## config.mk

```make
export PLATFORM = sky130hd
export DESIGN_NAME = path_neighbor_gen
export DESIGN_NICKNAME = d
export VERILOG_FILES = /design/src/rtl/path_neighbor_gen.sv
export SDC_FILE = /design/constraint.sdc
export NUM_CORES = 1
export LEC_CHECK = 0
export CAP_MARGIN = 20
export CORE_MARGIN = 8
export CORE_UTILIZATION = 40
export CTS_BUF_LIST = sky130_fd_sc_hd__clkbuf_4 sky130_fd_sc_hd__clkbuf_8 sky130_fd_sc_hd__clkbuf_16
export DETAILED_ROUTE_END_ITERATION = 8
export GPL_TIMING_DRIVEN = 0
export PLACE_DENSITY = 0.56
export SYNTH_ARGS = -nofsm -noshare
export SYNTH_HDL_FRONTEND = slang
export SYNTH_SLANG_ARGS = --single-unit
```

## constraint.sdc

```tcl
create_clock -name system1000 -period 7.3 [get_ports system1000]
set_input_delay 1.46 -clock system1000 [delete_from_list [all_inputs] [get_ports system1000]]
set_output_delay 1.46 -clock system1000 [all_outputs]
set_load 0.01 [all_outputs]
```

## src/rtl/path_neighbor_gen.sv

```systemverilog
// Grid neighbour generator: an iterative divider finds row/col,
// then in-bounds neighbour indices stream out one per handshake.
module path_neighbor_gen #(
  parameter int W    = 16,
  parameter int CONN = 4,
  parameter int DW   = 3
) (
  input  logic          system1000,
  input  logic          system1000_rst,
  input  logic          req_valid,
  output logic          req_ready,
  input  logic [W-1:0]  req_node,
  input  logic [W-1:0]  grid_w,
  input  logic [W-1:0]  grid_h,
  output logic          nb_valid,
  input  logic          nb_ready,
  output logic [W-1:0]  nb_node,
  output logic [DW-1:0] nb_dir,
  output logic          nb_last,
  output logic          done,
  output logic          err
);

  localparam int CW = $clog2(W);

  if (CONN != 4 && CONN != 8) begin : gBadConn
    $error("CONN must be 4 or 8");
  end

  typedef enum logic [1:0] {
    IDLE,
    DIV,
    EMIT,
    DONE
  } stateT;

  stateT state;
  stateT stateN;

  logic            liveQ;
  logic            errQ;
  logic [W-1:0]    nodeQ;
  logic [W-1:0]    gridWQ;
  logic [W-1:0]    gridHQ;
  logic [W-1:0]    quoQ;
  logic [W-1:0]    remQ;
  logic [CW-1:0]   cntQ;
  logic [CONN-1:0] validQ;
  logic [DW-1:0]   ptrQ;

  // One restoring-division step: shift in the next dividend bit.
  logic [W:0]   remSh;
  logic         fits;
  logic [W-1:0] remNext;
  logic [W-1:0] quoNext;

  assign remSh   = {remQ, quoQ[W-1]};
  assign fits    = remSh >= {1'b0, gridWQ};
  assign remNext = fits ? W'(remSh - {1'b0, gridWQ})
                        : remSh[W-1:0];
  assign quoNext = {quoQ[W-2:0], fits};

  // Bounds are evaluated at W+1 bits so full-range grids cannot wrap.
  logic dnOk;
  logic rtOk;
  logic upOk;
  logic lfOk;
  logic badReq;
  logic divLast;

  assign dnOk = ({1'b0, quoNext} + (W+1)'(1))
              < {1'b0, gridHQ};
  assign rtOk = ({1'b0, remNext} + (W+1)'(1))
              < {1'b0, gridWQ};
  assign upOk = |quoNext;
  assign lfOk = |remNext;

  assign badReq  = (gridWQ == '0) || (quoNext >= gridHQ);
  assign divLast = (state == DIV) && (cntQ == CW'(W - 1));

  logic [CONN-1:0] vRaw;
  logic [CONN-1:0] vNew;

  if (CONN == 8) begin : gConn8
    assign vRaw = {upOk & lfOk, upOk & rtOk,
                   dnOk & lfOk, dnOk & rtOk,
                   lfOk, upOk, rtOk, dnOk};
  end else begin : gConn4
    assign vRaw = {lfOk, upOk, rtOk, dnOk};
  end

  assign vNew = badReq ? '0 : vRaw;

  function automatic logic [DW-1:0] lowIdx(
    input logic [CONN-1:0] v
  );
    lowIdx = '0;
    for (int i = CONN - 1; i >= 0; i--)
      if (v[i]) lowIdx = DW'(i);
  endfunction

  logic [CONN-1:0] higher;
  logic            lastItem;

  always_comb begin
    higher = '0;
    for (int i = 0; i < CONN; i++)
      higher[i] = validQ[i] && (DW'(i) > ptrQ);
  end

  assign lastItem = ~|higher;

  always_comb begin
    stateN = state;
    unique case (1'b1)
      (state == IDLE):
        if (req_valid && liveQ) stateN = DIV;
      (state == DIV):
        if (divLast)
          stateN = (vNew == '0) ? DONE : EMIT;
      (state == EMIT):
        if (nb_ready && lastItem) stateN = DONE;
      default:
        stateN = IDLE;
    endcase
  end

  always_ff @(posedge system1000) begin
    if (system1000_rst) begin
      state <= IDLE;
      liveQ <= 1'b0;
    end else begin
      state <= stateN;
      liveQ <= 1'b1;
    end
  end

  always_ff @(posedge system1000) begin
    if (system1000_rst) begin
      errQ   <= 1'b0;
      nodeQ  <= '0;
      gridWQ <= '0;
      gridHQ <= '0;
      quoQ   <= '0;
      remQ   <= '0;
      cntQ   <= '0;
      validQ <= '0;
      ptrQ   <= '0;
    end else begin
      unique case (state)
        IDLE: begin
          if (req_valid && liveQ) begin
            nodeQ  <= req_node;
            gridWQ <= grid_w;
            gridHQ <= grid_h;
            quoQ   <= req_node;
            remQ   <= '0;
            cntQ   <= '0;
          end
        end
        DIV: begin
          quoQ <= quoNext;
          remQ <= remNext;
          cntQ <= cntQ + CW'(1);
          if (divLast) begin
            validQ <= vNew;
            errQ   <= badReq;
            ptrQ   <= lowIdx(vNew);
          end
        end
        EMIT: begin
          if (nb_ready && !lastItem)
            ptrQ <= lowIdx(higher);
        end
        default: ;
      endcase
    end
  end

  logic [W-1:0] cand;

  always_comb begin
    cand = '0;
    case (ptrQ)
      DW'(0): cand = nodeQ + gridWQ;
      DW'(1): cand = nodeQ + W'(1);
      DW'(2): cand = nodeQ - gridWQ;
      DW'(3): cand = nodeQ - W'(1);
      DW'(4): cand = nodeQ + gridWQ + W'(1);
      DW'(5): cand = nodeQ + gridWQ - W'(1);
      DW'(6): cand = nodeQ - gridWQ + W'(1);
      DW'(7): cand = nodeQ - gridWQ - W'(1);
      default: cand = '0;
    endcase
  end

  logic emitOn;
  assign emitOn = (state == EMIT);

  assign req_ready = liveQ && (state == IDLE);
  assign nb_valid  = emitOn;
  assign nb_node   = emitOn ? cand : '0;
  assign nb_dir    = emitOn ? ptrQ : '0;
  assign nb_last   = emitOn && lastItem;
  assign done      = (state == DONE);
  assign err       = (state == DONE) && errQ;

endmodule

```

Yosys cells after proc, flatten, opt, wreduce, memory -nomap -nowiden
Cells that the tools add are included.

Memories: 0. Bits in writable memories: 0. Input bits: 52. Bits in latches: 0. Bits in read-only memories: 0. Flip-flop bits (word level): 95.

Multiplexer cells: 28. Reduce and logical (&&, ||, !) cells: 27. Shift-type cells: 0. Multipliers: 0. Add/subtract/negate cells: 12. Bitwise operators: 0. Magnitude comparators: 8. Equality and inequality tests: 15. Divide/modulo/power cells: 0.

Operators with widths (number): $pmux W16 S8 (1); $mux W16 (4); $pmux W16 S2 (2); $add A16 B1 Y16 const B (3); $sub A16 B1 Y16 const B (3); $add A16 B1 Y17 const B (2); $lt A17 B16 Y1 (2); $reduce_or A16 Y1 (2); $sub A16 B16 Y16 (2); $mux W3 (9); $ge A17 B16 Y1 (1); $add A16 B16 Y16 (1); $ge A16 B16 Y1 (1); $logic_not A16 Y1 (1); $eq A3 B3 Y1 const B (4); $logic_and A1 B1 Y1 (11); $mux W2 (5); $mux W4 (2); $pmux W4 S2 (1); $eq A3 B2 Y1 const B (2); $gt A1 B3 Y1 const A (2); $gt A2 B3 Y1 const A (2); $ne A2 B1 Y1 const B (3); $pmux W2 S3 (1); 17 further kinds (23).

Depth between registers and ports, before layout
Gate-level depths: netlist of run 1.

Word-level depth: 11. Gate-level depth with buffers: 30.

Least setup slack after synthesis of run 1
Ideal clock, no wire load.

Path kind: register to register. Start: register gridWQ[4]. End: register ptrQ[0]. Slack: 1.757 ns. Path buffers: 3. Cell stages (with the launch flop): 30. Arrival: 5.484 ns. Period minus slack after synthesis: 5.543 ns. Setup time: 0.059 ns. Path through: dfxtp_1 inv_1 ha_1 buf_2 and3_1 o311a_4 nor3_1 a21oi_2 o21a_1 buf_2 buf_2 mux2i_1 inv_1 ha_1 nand3_1 nor2_1 and3_1 mux2i_1 nor2_1 xnor2_1 ha_1 a21o_1 a21o_1 a21o_1 a21o_1 a21oi_1 nor2b_1 a2111o_1 nor4b_1 o31a_1.

Cells in the longest elaborated chain, start to end: 10. Elaborated cells between the ends (all ways): 19. Those cells by class: add/sub (3); order compare (4); mux (8); reduce/logical (4).

RTL lines: start, declared (line 43) `logic [W-1:0] gridWQ;`; start signal, assigned (line 154) `gridWQ <= grid_w;`; parallel branches: the longest is 3 deep, another holds $add A16 B1 Y17; $mux W4 * (line 92) `assign vNew = badReq ? '0 : vRaw;`; $mux W2 (line 99) `if (v[i]) lowIdx = DW'(i);`; $mux W3 (2 in a row) (line 99); $mux W3 * (line 99); $mux W3 * (line 165) `if (divLast) begin`; $pmux W3 S2 * (line 150) `unique case (state)`; end signal, assigned (line 168) `ptrQ <= lowIdx(vNew);`; end signal, assigned (line 173) `ptrQ <= lowIdx(higher);`; end, declared (line 49) `logic [DW-1:0] ptrQ;`.

Every way passes the cells marked *. The select of a mux whose other input is x is not followed. A chain may end at the register's enable or synchronous reset.

Worst setup path after layout of run 1
Start: register gridWQ[1]. End: register ptrQ[0].

Same word-level chain as after synthesis.

==> flow_summary.yaml, run 1 <==
outcome:
  status: "complete, no violations"
logic_synthesis:
  synthTopCellsByCount: "153 x nand2_1, 104 x a21oi_1, 100 x nor2_1, 93 x dfxtp_1, 87 x ha_1"
  yosysSeqAreaShare: 0.235
  ys_warn_count: 0
  ys_seq_elements: 93
  synth_cell_types: 78
  synth_edf_count: 0
  synth_area_leader_cell: "dfxtp_1"
  synth.top_cell.area_share: 0.235
  synth_most_common_cell: "nand2_1"
  ys.flop_type: "dfxtp_1"
  async_flop_share: 0
  synth.net_count: 1199
  synthCells: 1058
  syn_area_mm2: 0.00792
  synthTopCellsByArea: "dfxtp_1 24%, ha_1 14%, nand2_1 7.3%"
  post_synth.cell_area_avg_um2: 7.49
flow_run:
  cap_violations: 0
drt:
  met1_length_mm: 11.9
  wl_met2_mm: 11.7
  viasPerCell: 5.57
  wirelength_mm: 25.5
  routedWlPerCell_um: 18.1
  drtPass1Iterations: 5
  route.met3.wl_mm: 1.49
  vias: 7866
  drt_iter0_drc: 580
  drc: 0
  antenna_left: 0
  top_layer: "met4"
floorplan:
  die_w_um: 157
  die_area_mm2: 0.0246
  ios: 76
  coreArea_mm2: 0.0195
  num_rows: 51
  start_util: 0.407
  die_h_um: 157
timing:
  hold_ws_ns: 0.455
  final_hold_viol_count: 0
  period_needed_ns: 6.89
  drv_slew: 0
  setup_viol_count_final: 0
  rsz0062_at_grt: "false"
  tightest_slew_ns: 0.768
  slew_headroom: 0.484
  setup_slack_ns: 0.405
  skew_ns: 0.00941
  finalCritPeriodShare: 0.944
  fin_setup_tns_ns: 0
  max_freq_mhz: 145
setup_path:
  r2r_setup_slack_ns: 0.41
  worstSetupStartpointType: "register"
  path_max_fanout: 10
  startpoint: "gridWQ[1]"
  crit_path_end: "ptrQ[0]"
  worstPathRequired_ns: 7.61
  arrival_ns: 7.21
  critPathKind: "register to register"
  worstRegToRegCells: 27
  r2r-end: "ptrQ[0]"
  r2r_start: "gridWQ[1]"
  worst_setup_path_end_kind: "register"
cells_and_area:
  layout-drive-gt1-share: 0.0409
  nets: 1284
  fillers: 2039
  diodes: 0
  syn_to_final_growth_pct: 17.3
  finish.utilization: 0.477
  fin_area_mm2: 0.00929
  final_cell_count_no_fill: 1413
  multi_input_area_mm2: 0.00563
  final-seq-area_mm2: 0.00186
cts:
  cts_setup_buffers: 0
  cts_resized: 0
  cts_inserted_buffers: 9
  clockBufferDepth: 2
  cts_sinks: 93
  clk_latency_ns: 0.36
  cts_tree: "yes"
  h-tree-depth: 3
  clockRootBuffer: "clkbuf_16"
  postCtsHoldBufs: 0
  cts.clk_slew.worst_paths_ns: 0.07
power_and_ir_drop:
  power_density_mw_per_mm2: 425
  p_total_mw: 3.95
  ir_drop_v: 0.000170
  p_leak_nw: 3.65
place:
  postPlaceCellArea_mm2: 0.00898
  dp.cells: 1396
  io_buffers: 73
  pre_cts_slack_ns: 0.430
  hpwl_mm: 20.7
  place.gp.congestion: 0.907
global_routing:
  overflow: 0
  antenna_found_initial: 0
  grt_pass1_vias: 7311
  grt_start_max_net_pins: 19
  grt_pass1_wl_mm: 39.9
  grt.total_usage: 0.208
hold_path:
  hp-class: "register to register"
worst min path at each step:
stage                           from    endpoint  cells past startpoint
final                      gridHQ[1]   gridHQ[1]                      2
after global routing      gridHQ[15]  gridHQ[15]                      2
after CTS                  gridHQ[1]   gridHQ[1]                      2
after detailed placement   gridHQ[1]   gridHQ[1]                      2
after global placement     gridHQ[1]   gridHQ[1]                      2
after floorplan           gridHQ[10]  gridHQ[10]                      2
routing by layer:
| layer | track usage | vias to the layer above |
|---|---|---|
| li1 | - | 3923 |
| met1 | 0.279 | 3687 |
| met2 | 0.337 | 222 |
| met3 | 0.0372 | 34 |
| met4 | 0.0568 | 0 |
| met5 | 0 | - |
final cells by class:
type / count / share of cell area
Clock buffer: 9 / 0.0242
Inverter: 58 / 0.0234
Multi-Input combinational cell: 854 / 0.606
Clock inverter: 7 / 0.00700
Sequential cell: 93 / 0.200
Tap cell: 265 / 0.0357
Timing Repair Buffer: 74 / 0.0800
Buffer: 53 / 0.0236
placed cells by master, fill, tap and decap left out, types with 13 or more instances in the layout:
cell,synthesis,final
xor2_1,13,13
nand3_1,22,22
nor2_1,100,100
nor2b_1,13,13
nor3_1,16,16
mux2i_1,26,26
ha_1,87,87
nand2_1,153,153
inv_1,57,57
a211oi_1,18,18
nand4_1,19,19
and2_1,26,26
a21oi_1,104,104
xnor2_1,40,40
clkdlybuf4s50_1,0,73
o21ai_0,45,45
clkbuf_1,43,43
dfxtp_1,93,93
a21o_1,15,15
registers in the layout (all words and copies together), names as in the netlist:
signal / cells
quoQ: 16
ptrQ: 2
errQ: 1
state: 2
validQ: 3
liveQ: 1
nodeQ: 16
gridWQ: 16
gridHQ: 16
remQ: 16
cntQ: 4
where the power goes:
| group | internal (mW) | switching [mW] | leakage (nW) |
|---|---|---|---|
| registers | 0.580 | 0.0905 | 0.758 |
| logic | 1.15 | 1.66 | 2.75 |
| clock network | 0.240 | 0.232 | 0.141 |
| total | 1.97 | 1.98 | 3.65 |
worst max-delay path: stages (launching register included):
cell and delay, ns:
dfxtp_1 0.39, inv_1 0.18, ha_1 0.37, nor2b_4 0.15, o311a_4 0.34, nor3_1 0.37
a21oi_2 0.17, o21a_1 0.25, inv_2 0.21, clkbuf_1 0.52, a21boi_1 0.28, ha_1 0.30
nand3_1 0.13, nor2_1 0.09, and3_1 0.18, mux2i_1 0.51, nor2_1 0.15, xnor2_1 0.22
ha_1 0.28, a21o_1 0.16, a21o_1 0.17, a21o_1 0.17, a21o_1 0.17, a21oi_1 0.14
nor2b_1 0.06, a2111o_1 0.40, nor4b_1 0.34, o31a_1 0.15
logic make-up (layout without fill, tap and decap cells):
logic type / Yosys count / after routing / share of synthesized area
AO/OA/AOI/OAI: 270 / 270 / 0.222
XOR/XNOR: 53 / 53 / 0.0586
adder cells (fa/ha/maj): 89 / 89 / 0.142
AND/OR/NAND/NOR: 414 / 414 / 0.252
flip-flops: 93 / 93 / 0.235
buffers and inverters: 111 / 201 / 0.0551
other: 1 / 1 / 0.000473
multiplexers: 27 / 27 / 0.0343
(Power assumes the default switching activity.)
==> run 2, diff against run 1 <==
CTS_CLUSTER_DIAMETER = 120   (was default)
==> results of run 2 <==
The final DEF is identical to that of run 1; final timing and power are the same.
==> run 3, diff against run 2 <==
CORE_MARGIN = 4   (was 8)
==> run 3 against run 2 <==
- clock skew increased by 0.0036 ns
- total power shrank 0.48%
- wire length is 0.56% lower
- maximum frequency up 0.15%
- largest cell class unchanged
- combinational power is essentially flat
- clock power decreased by 1%
==> flow_summary.yaml, run 3 (synthesized netlist as in run 1, its figures left out) <==
floorplan:
  die_area_mm2: 0.0221
  die_w_um: 149
  num_rows: 51
  die_h_um: 149
  coreArea_mm2: 0.0195
  start_util: 0.407
  ios: 76
cells_and_area:
  most-common-layout-cells: "153 x nand2_1, 104 x a21oi_1, 100 x nor2_1"
  layout-drive-gt1-share: 0.0401
  nets: 1283
  mostFrequentLayoutCell: "nand2_1"
  final_cell_count_no_fill: 1412
  diodes: 0
  fin_area_mm2: 0.00927
  syn_to_final_growth_pct: 17.0
setup_path:
  cp.depth: 28
  worst_setup_path_end_kind: "register"
  crit_family: "simple AND/OR/NAND/NOR gates"
  r2r_setup_slack_ns: 0.42
  worstPathRequired_ns: 7.59
  critPathKind: "register to register"
  path_max_fanout: 11
  arrival_ns: 7.18
  crit_slowest_cell: "nor4_1"
  path_buf_inv: 5
  r2r-end: "ptrQ[0]"
  worstRegToRegCells: 28
  cp_common_cell: "a21o_1"
  r2r_start: "gridWQ[7]"
  cpPeakStageDelay_ns: 0.51
  worstSetupStartpointType: "register"
power_and_ir_drop:
  power_density_mw_per_mm2: 424
  ir_drop_v: 0.000185
  p_leak_nw: 3.63
  p_total_mw: 3.93
global_routing:
  antenna_found_initial: 0
  grt_pass1_vias: 7273
  grt.total_usage: 0.227
  overflow: 0
  grt_pass1_wl_mm: 39.7
  grt_start_max_net_pins: 18
hold_path:
  hp-class: "register to register"
  hold_end: "gridHQ[2]"
  hp-start: "gridHQ[2]"
  hold_depth: 2
flow_run:
  cap_violations: 0
timing:
  tightest_slew_ns: 0.807
  slew_headroom: 0.457
  hold_ws_ns: 0.455
  setup_viol_count_final: 0
  fin_setup_tns_ns: 0
  period_needed_ns: 6.88
  finalCritPeriodShare: 0.943
  rsz0062_at_grt: "false"
  drv_slew: 0
  max_freq_mhz: 145
  final_hold_viol_count: 0
  skew_ns: 0.0130
drt:
  wl_met2_mm: 11.5
  antenna_left: 0
  viasPerCell: 5.55
  top_layer: "met4"
  route.met3.wl_mm: 1.58
  vias: 7843
  wirelength_mm: 25.4
  routedWlPerCell_um: 18.0
  met1_length_mm: 11.7
  drtPass1Iterations: 6
  drt_iter0_drc: 687
  drc: 0
cts:
  h-tree-depth: 3
  clockRootBuffer: "clkbuf_16"
  clockBufferDepth: 2
  cts_inserted_buffers: 9
  postCtsHoldBufs: 0
  cts_sinks: 93
  cts.clk_slew.worst_paths_ns: 0.07
  cts_tree: "yes"
  clk_latency_ns: 0.36
place:
  place.gp.congestion: 0.903
  hpwl_mm: 20.5
  io_buffers: 73
  dp.cells: 1397
  postPlaceCellArea_mm2: 0.00899
outcome:
  status: "complete, no violations"
-- run 3: cell types whose count changed in the layout (fill, tap and decap cells not counted) --
| cell | previous run | this run |
|---|---|---|
| nor4_1 | 8 | 9 |
| inv_6 | 3 | 1 |
| a21boi_1 | 1 | 0 |
| buf_1 | 1 | 2 |
| nor4_2 | 2 | 1 |
| clkinv_2 | 0 | 2 |
| a21boi_0 | 3 | 4 |
| clkbuf_1 | 43 | 42 |
| dlymetal6s2s_1 | 1 | 0 |
-- run 3: cell type report --
| class | count | area, um2 |
|---|---|---|
| plain buffers | 52 | 215 |
| clock inverters | 7 | 57.6 |
| clock buffers | 9 | 225 |
| inverters | 58 | 218 |
| multi-input cells | 854 | 5620 |
| fillers | 2039 | 10200 |
| well taps | 265 | 332 |
| repair buffers | 74 | 734 |
| flip-flops and latches | 93 | 1860 |
-- run 3: layer usage --
| metal | GRT usage | up-vias |
|---|---|---|
| li1 | - | 3922 |
| met1 | 0.319 | 3646 |
| met2 | 0.370 | 245 |
| met3 | 0.0329 | 30 |
| met4 | 0.0517 | 0 |
| met5 | 0 | - |
-- run 3: report_power, final --
group	total (mW)	switching, mW	internal (mW)	leakage, nW
clock	0.465	0.228	0.237	0.140
combinational	2.79	1.66	1.14	2.74
sequential	0.670	0.0900	0.580	0.758
-- run 3: worst max path at each step --
stage,from,end,slack [ns]
finish,gridWQ[7],ptrQ[0],0.42
global route,gridWQ[7],ptrQ[0],0.10
CTS,gridWQ[1],ptrQ[0],0.40
detailed placement,gridWQ[1],ptrQ[0],0.47
global placement,gridWQ[1],ptrQ[0],0.44
floorplan,gridWQ[4],ptrQ[0],1.76
-- run 3: what timing repair did --
item,CTS,global route
endpoints found under the setup margin,0,1
gates resized for setup,0,0
buffers inserted,0,0
-- run 3: worst reg2reg max path: cells and delay by family, from the launching register on --
family,cells,cell delay [ns]
AND/OR/NAND/NOR,9,1.82
AO/OA/AOI/OAI,8,1.57
buffers and inverters,5,1.00
adder cells (fa/ha/maj),3,0.98
multiplexers,2,0.82
flip-flops,1,0.40
XOR/XNOR,1,0.22
-- run 3: stage by stage --
step                       util  setup WS, ns
final                     0.476         0.416
after global routing      0.476         0.102
after CTS                 0.476         0.397
after detailed placement  0.462         0.474
after global placement    0.462         0.440
after floorplan               -          1.76
